[config.mk]
export PLATFORM = sky130hd
export DESIGN_NAME = mem_block_mover
export DESIGN_NICKNAME = d
export VERILOG_FILES = /design/src/rtl/mem_block_mover.sv
export SDC_FILE = /design/constraint.sdc
export NUM_CORES = 1
export LEC_CHECK = 0
export CORE_ASPECT_RATIO = 1.1
export CORE_MARGIN = 3
export CORE_UTILIZATION = 56
export CTS_BUF_LIST = sky130_fd_sc_hd__clkbuf_16
export CTS_CLUSTER_SIZE = 24
export DETAILED_ROUTE_END_ITERATION = 12
export PLACE_DENSITY = 0.86
export SYNTH_ARGS = -nofsm -noshare
export SYNTH_HDL_FRONTEND = slang
export SYNTH_SLANG_ARGS = --single-unit
[constraint.sdc]
create_clock -name Clk -period 3.3 [get_ports Clk]
set_input_delay 0.495 -clock Clk [delete_from_list [all_inputs] [get_ports Clk]]
set_output_delay 0.495 -clock Clk [all_outputs]
set_load 0.02 [all_outputs]
[src/rtl/mem_block_mover.sv]
// mem_block_mover: copy or fill engine that drives a single-pointer data memory port
module mem_block_mover #(
  parameter int AW = 8,
  parameter int DW = 8
) (
  input  logic          Clk,
  input  logic          Reset,
  input  logic          Start,
  input  logic          Mode,
  input  logic [AW-1:0] SrcAddr,
  input  logic [AW-1:0] DstAddr,
  input  logic [AW-1:0] Length,
  input  logic [DW-1:0] FillVal,
  output logic [AW-1:0] MemAddr,
  output logic          MemWe,
  output logic [DW-1:0] MemWData,
  input  logic [DW-1:0] MemRData,
  output logic          Busy,
  output logic          Done,
  output logic [AW-1:0] Count
);
  typedef enum logic [2:0] {IDLE, READ, WRITE, FILL, DONE} state_t;
  state_t state;
  logic [AW-1:0] src, dst, rem;
  logic [DW-1:0] fill;
  // Outputs are loaded with the values for the state being entered, so every port is a flop
  always_ff @(posedge Clk) begin
    if (Reset) begin
      state    <= IDLE;
      src      <= '0;
      dst      <= '0;
      rem      <= '0;
      fill     <= '0;
      MemAddr  <= '0;
      MemWe    <= 1'b0;
      MemWData <= '0;
      Busy     <= 1'b0;
      Done     <= 1'b0;
      Count    <= '0;
    end else begin
      case (state)
        IDLE: if (Start) begin
          src   <= SrcAddr;
          dst   <= DstAddr;
          rem   <= Length;
          fill  <= FillVal;
          Count <= '0;
          Busy  <= 1'b1;
          if (Length == '0) begin
            state <= DONE;
            Done  <= 1'b1;
          end else if (Mode) begin
            state    <= FILL;
            MemAddr  <= DstAddr;
            MemWe    <= 1'b1;
            MemWData <= FillVal;
          end else begin
            state   <= READ;
            MemAddr <= SrcAddr;
          end
        end
        READ: begin
          state    <= WRITE;
          MemAddr  <= dst;
          MemWe    <= 1'b1;
          MemWData <= MemRData;
        end
        WRITE: begin
          src   <= src + 1'b1;
          dst   <= dst + 1'b1;
          rem   <= rem - 1'b1;
          Count <= Count + 1'b1;
          MemWe <= 1'b0;
          if (rem == AW'(1)) begin
            state   <= DONE;
            MemAddr <= '0;
            Done    <= 1'b1;
          end else begin
            state   <= READ;
            MemAddr <= src + 1'b1;
          end
        end
        FILL: begin
          dst   <= dst + 1'b1;
          rem   <= rem - 1'b1;
          Count <= Count + 1'b1;
          if (rem == AW'(1)) begin
            state   <= DONE;
            MemAddr <= '0;
            MemWe   <= 1'b0;
            Done    <= 1'b1;
          end else begin
            MemAddr  <= dst + 1'b1;
            MemWData <= fill;
          end
        end
        DONE: begin
          state <= IDLE;
          Busy  <= 1'b0;
          Done  <= 1'b0;
        end
        default: state <= IDLE;
      endcase
    end
  end
endmodule

* Word-level counts from Yosys, hierarchy flattened
Cells that the tools add are included.
Word-level totals: output and inout port bits 27, bits of input ports 44, logic and storage cells 81, bits in registers 62
Operators by class: $add $sub $neg 4, equality and inequality tests 12, reductions and logical operators 18, multiplexer cells 36
Operators by type and width (number):
- $mux 8 | 13
- $pmux 8 s2 | 4
- $pmux 8 s4 | 1
- $add 8x1->8 const B | 3
- $pmux 8 s3 | 1
- $mux 3 | 4
- $ne 2x2->1 const B | 6
- $pmux 3 s4 | 1
- $reduce_and 2->1 | 5
- $reduce_and 5->1 | 2
- $eq 8x1->1 const B | 1
- $logic_not 8->1 | 1
- $mux 1 | 8
- $sub 8x1->8 const B | 1
- $eq 3x2->1 const B | 2
- $reduce_bool 2->1 | 3
- $reduce_bool 3->1 | 2
- $pmux 1 s4 | 1
- $reduce_and 4->1 | 1
- $reduce_bool 4->1 | 1
- $eq 3x1->1 const B | 1
- $eq 3x3->1 const B | 1
- $logic_not 3->1 | 1
- $pmux 1 s3 | 1
- 5 further kinds | 5

* Logic depth before layout (Yosys ltp)
word-level depth 4, mapped depth 8, depth with buffers taken out 7

* Worst setup path before layout
No wires, ideal clock.
kind input-to-reg, start point input Length[7], end point register state[2], data required time 3.208 ns, library setup time 0.092 ns, stages on the path 4, setup slack 1.505 ns, buffers on the path 0, arrival time 1.703 ns, cells stage by stage or4_1 -> or2_4 -> o31a_1 -> nor4_1
On the way: word-level cells in the longest chain between the ends 4
Ends and longest elaborated chain:
- from (decl) | RTL line 12 | input logic [AW-1:0] Length,
- $logic_not 8->1 | RTL line 49 | if (Length == '0) begin
- $mux 3 | RTL line 49
- $mux 3 | RTL line 42 | IDLE: if (Start) begin
- $pmux 3 s4 | RTL line 41 | case (state)
- to (signal assigned) | RTL line 50 | state <= DONE;
- to (signal assigned) | RTL line 53 | state <= FILL;
- to (signal assigned) | RTL line 58 | state <= READ;
- to (decl) | RTL line 23 | state_t state;
No other way between the ends. The select of a mux whose other input is x is not followed. A chain may end at the register's enable or synchronous reset.

* Worst setup path after layout
start point register state[1], end point register MemAddr[7]
On the way: word-level cells in the longest chain between the ends 3, elaborated cells between the ends (all ways) 9, classes of those cells 5 x eq/ne; 1 x mux; 3 x reduce/logical
Ends and longest elaborated chain:
- from (signal assigned) | RTL line 29 | state <= IDLE;
- from (signal assigned) | RTL line 50
- from (signal assigned) | RTL line 53
- $eq 3x2->1 (tied with other cells) | RTL line 41
- $reduce_bool 4->1 (no line) / $ne 2x2->1 (equally long branches)
- $reduce_and 3->1 (no line)
- to (signal assigned) | RTL line 54 | MemAddr <= DstAddr;
- to (signal assigned) | RTL line 59 | MemAddr <= SrcAddr;
- to (signal assigned) | RTL line 64 | MemAddr <= dst;
- to (decl) | RTL line 14 | output logic [AW-1:0] MemAddr,
Several ways; a longest one is shown, not always the timed one.

==> results.md <==
- Status: completed
- Arr. time, crit path: 2.62 ns
- Post-route setup TNS: 0 ns
- # DRC: 0
- Worst-path clk slew: 0.05 ns
- Final Wtd Congestion: 0.904
- Crit path depth: 4
- GRT Total Usage: 27.6%
- Average size of a mapped cell: roughly 8.3 sq um
- Peak supply drop: 0.000341 V
- R2r startpoint: state[1]$_SDFFE_PP0P_
- Root buffer cell: clkbuf_16
- Power per Cell Area: 568 nW/um^2
- Crit path largest cell delay: 0.81 ns
- RSZ-0062 raised after global routing: no
- Skew final: 0.00730 ns
- Synth area leader: dfxtp_1
- Slew @ Worst Pin: 0.928 ns
- DRT Pass-1 Iters: 5
- Placed Cells: 550
- Port Buffers: 70
- Commonest cells in the netlist: dfxtp_1 (62), nand2_1 (58), nor2_1 (48), a21oi_1 (34), mux2i_1 (26)
- Skew-Pair Late Insertion Delay: 0.33 ns
- CP Capture Type: register
- Number of nets in the layout: about 530
- Core Area: a little under 6000 sq um
- Resize count post-CTS: 0
- Period utilization: 71.3%
- #FFs+latches synth: 62
- TritonCTS clock tree: done
- GR Overflow Total: 0
- Type of origin of the critical path: register
- Total number of yosys warnings: 0
- Number of routed nets with antenna violations: 0
- Initial DRC Count: 305
- Critical path launch point: state[1]$_SDFFE_PP0P_
- Largest delay share family, worst path: compound AO/OA/AOI/OAI gates
- WP data required: between 3 and 4 ns
- Critical Path, Cell by Cell: buf_4 -> nor2_1 -> a211oi_1 -> a32o_1
- Post-synth ARST share: 0%
- R2R depth: 4
- Post-route minimum period: 2.35 ns
- Worst-path fanout max: 14
- Synthesized area: about 3500 sq um
- DP Worst Slack: 0.780 ns
- Post-synth EDFFs: 0
- Post-CTS Hold Fix Bufs: 0
- Clk sinks: 62
- Routed WL per cell: around 17 um
- Share of cells above drive strength 1: 9.22%
- Area growth syn-to-layout: 27.7%
- CTS H-tree depth: 3
- Area share of the largest cell type after synthesis: 35.4%
- Top cells by area, synth: dfxtp_1 (35%), mux2i_1 (7.4%), nand2_1 (6.2%)
- Synthesized Nets: 473
- Min-Delay Path Class: reg -> reg
- Die W: 81.5 um
- Via count of the first global-routing pass: 3,364
- # Max-Cap Violations: 0
- Main synth FF type: dfxtp_1
- ANT cells: 0
- Cell Rows: 29
- Final worst slack: about 0.95 ns
- Hpwl dp: 6.74 mm
- Crit path capture: MemAddr[7]$_SDFFE_PP0P_
- Via density per instance: 6.13
- Largest net degree at the start of global routing: 35
- Worst reg2reg path endpoint: MemAddr[7]$_SDFFE_PP0P_
- Seq/Total Area, Yosys: 35.4%
- Postcts setup bufs: 0
- Finished Layout Cells: 565
- Global-route wire length before repair: roughly 15 mm
- Final Max Slew Viols: 0
- Die area: 7250 sq um
- Max-slew headroom: 37.7%
- TritonCTS buffer count: 9
- Max Root-Sink Buffers: 2
- Cell with the most instances after synthesis: dfxtp_1
- Yosys cell types: 62
- Buffers & Inverters on Critical Path: 1
- DIE HEIGHT: 89.0 um
- Io pins: 71
- Fin. Hold Viols: 0
- Min Hold Slack: 0.456 ns
- Leak: 1.66 nW
- CP max stage cell: a211oi_1
- Final setup viols: 0
- Crit path kind: reg -> reg
- Drt total wl: between 9 and 10 mm
- Initial Util: 59.3%
- DR vias: around 3,500
- Reg2Reg Setup Slack: 0.95 ns
- Initial antenna violation count: 0
- Post-Syn Instances: 424
- Upper clock frequency limit: 425 MHz
cells by family after synthesis:
| group | count (synthesis) | share of synthesized area [%] |
|---|---|---|
| buf+inv | 34 | 5.03 |
| xor+xnor | 17 | 4.24 |
| simple gates | 168 | 23.8 |
| compound gates | 111 | 22.0 |
| fa+ha+maj | 5 | 1.78 |
| flops | 62 | 35.4 |
| mux | 27 | 7.74 |
power breakdown:
group	leakage [nW]	internal [mW]	switching, mW	total [mW]
Sequential	0.509	0.840	0.105	0.945
Combinational	1.01	0.328	0.384	0.712
Clock	0.142	0.571	0.320	0.891
layout make-up:
type,instances,area [sq um]
clock buffer,9,225
clock inverter,6,53.8
fill,426,1430
inverter,5,18.8
multi-input combinational,328,2090
sequential,62,1240
tap,77,96.3
timing repair buffer,78,756
cells in the final DEF, fill, tap and decap left out, types with 3 or more instances in the layout:
cell,count
clkbuf_16,9
o21ai_0,23
a221oi_1,3
a221oi_2,3
nand2b_1,7
a311oi_1,5
nor2_1,48
nor2b_1,4
o21a_1,4
a31oi_1,3
nor3_1,9
clkdlybuf4s50_1,69
mux2i_1,26
and3_1,4
nand2_1,58
inv_1,4
buf_4,8
nor4_1,7
clkinv_2,4
a211oi_1,7
nand4_1,6
a21oi_1,34
a32o_1,7
dfxtp_1,62
xor2_1,8
xnor2_1,9
ha_1,5
nand3_1,11
worst min-delay path, stage by stage (launching register included):
cell,delay (ns)
dfxtp_1,0.31
nand2_1,0.05
a21oi_1,0.05
metrics by stage:
stage | utilization (%) | instance area (sq um) | power [mW]
6_report | 75.8 | 4480 | 2.55
5_1_grt | 75.8 | 4480 | 2.67
4_1_cts | 75.8 | 4480 | 2.55
3_5_place_dp | 71.1 | 4200 | 1.66
3_3_place_gp | 71.1 | 4200 | 1.64
2_1_floorplan | - | 3510 | 1.43
metal layers:
metal	vias up	wire length [um]	track usage (%)
met5	-	0	0
met4	0	283	16.4
met3	27	661	5.34
met2	163	4590	46.2
met1	1617	3890	32.5
li1	1655	-	-
how the worst min path moves through the flow:
stage / startpoint / endpoint / slack, ns / cells past startpoint
6_report: fill[7]$_SDFFE_PP0P_ / fill[7]$_SDFFE_PP0P_ / 0.46 / 2
5_1_grt: fill[1]$_SDFFE_PP0P_ / fill[1]$_SDFFE_PP0P_ / 0.48 / 2
3_3_place_gp: fill[3]$_SDFFE_PP0P_ / fill[3]$_SDFFE_PP0P_ / 0.44 / 2
3_5_place_dp: fill[7]$_SDFFE_PP0P_ / fill[7]$_SDFFE_PP0P_ / 0.45 / 2
2_1_floorplan: fill[0]$_SDFFE_PP0P_ / fill[0]$_SDFFE_PP0P_ / 0.44 / 2
4_1_cts: fill[7]$_SDFFE_PP0P_ / fill[7]$_SDFFE_PP0P_ / 0.46 / 2
flip-flops by register name, summed over array words and instances (netlist names), 3 cells and up:
| signal | cells |
|---|---|
| Count | 8 |
| MemAddr | 8 |
| MemWData | 8 |
| dst | 8 |
| fill | 8 |
| rem | 8 |
| src | 8 |
| state | 3 |
Note: power is estimated with default switching activity, not from simulation.
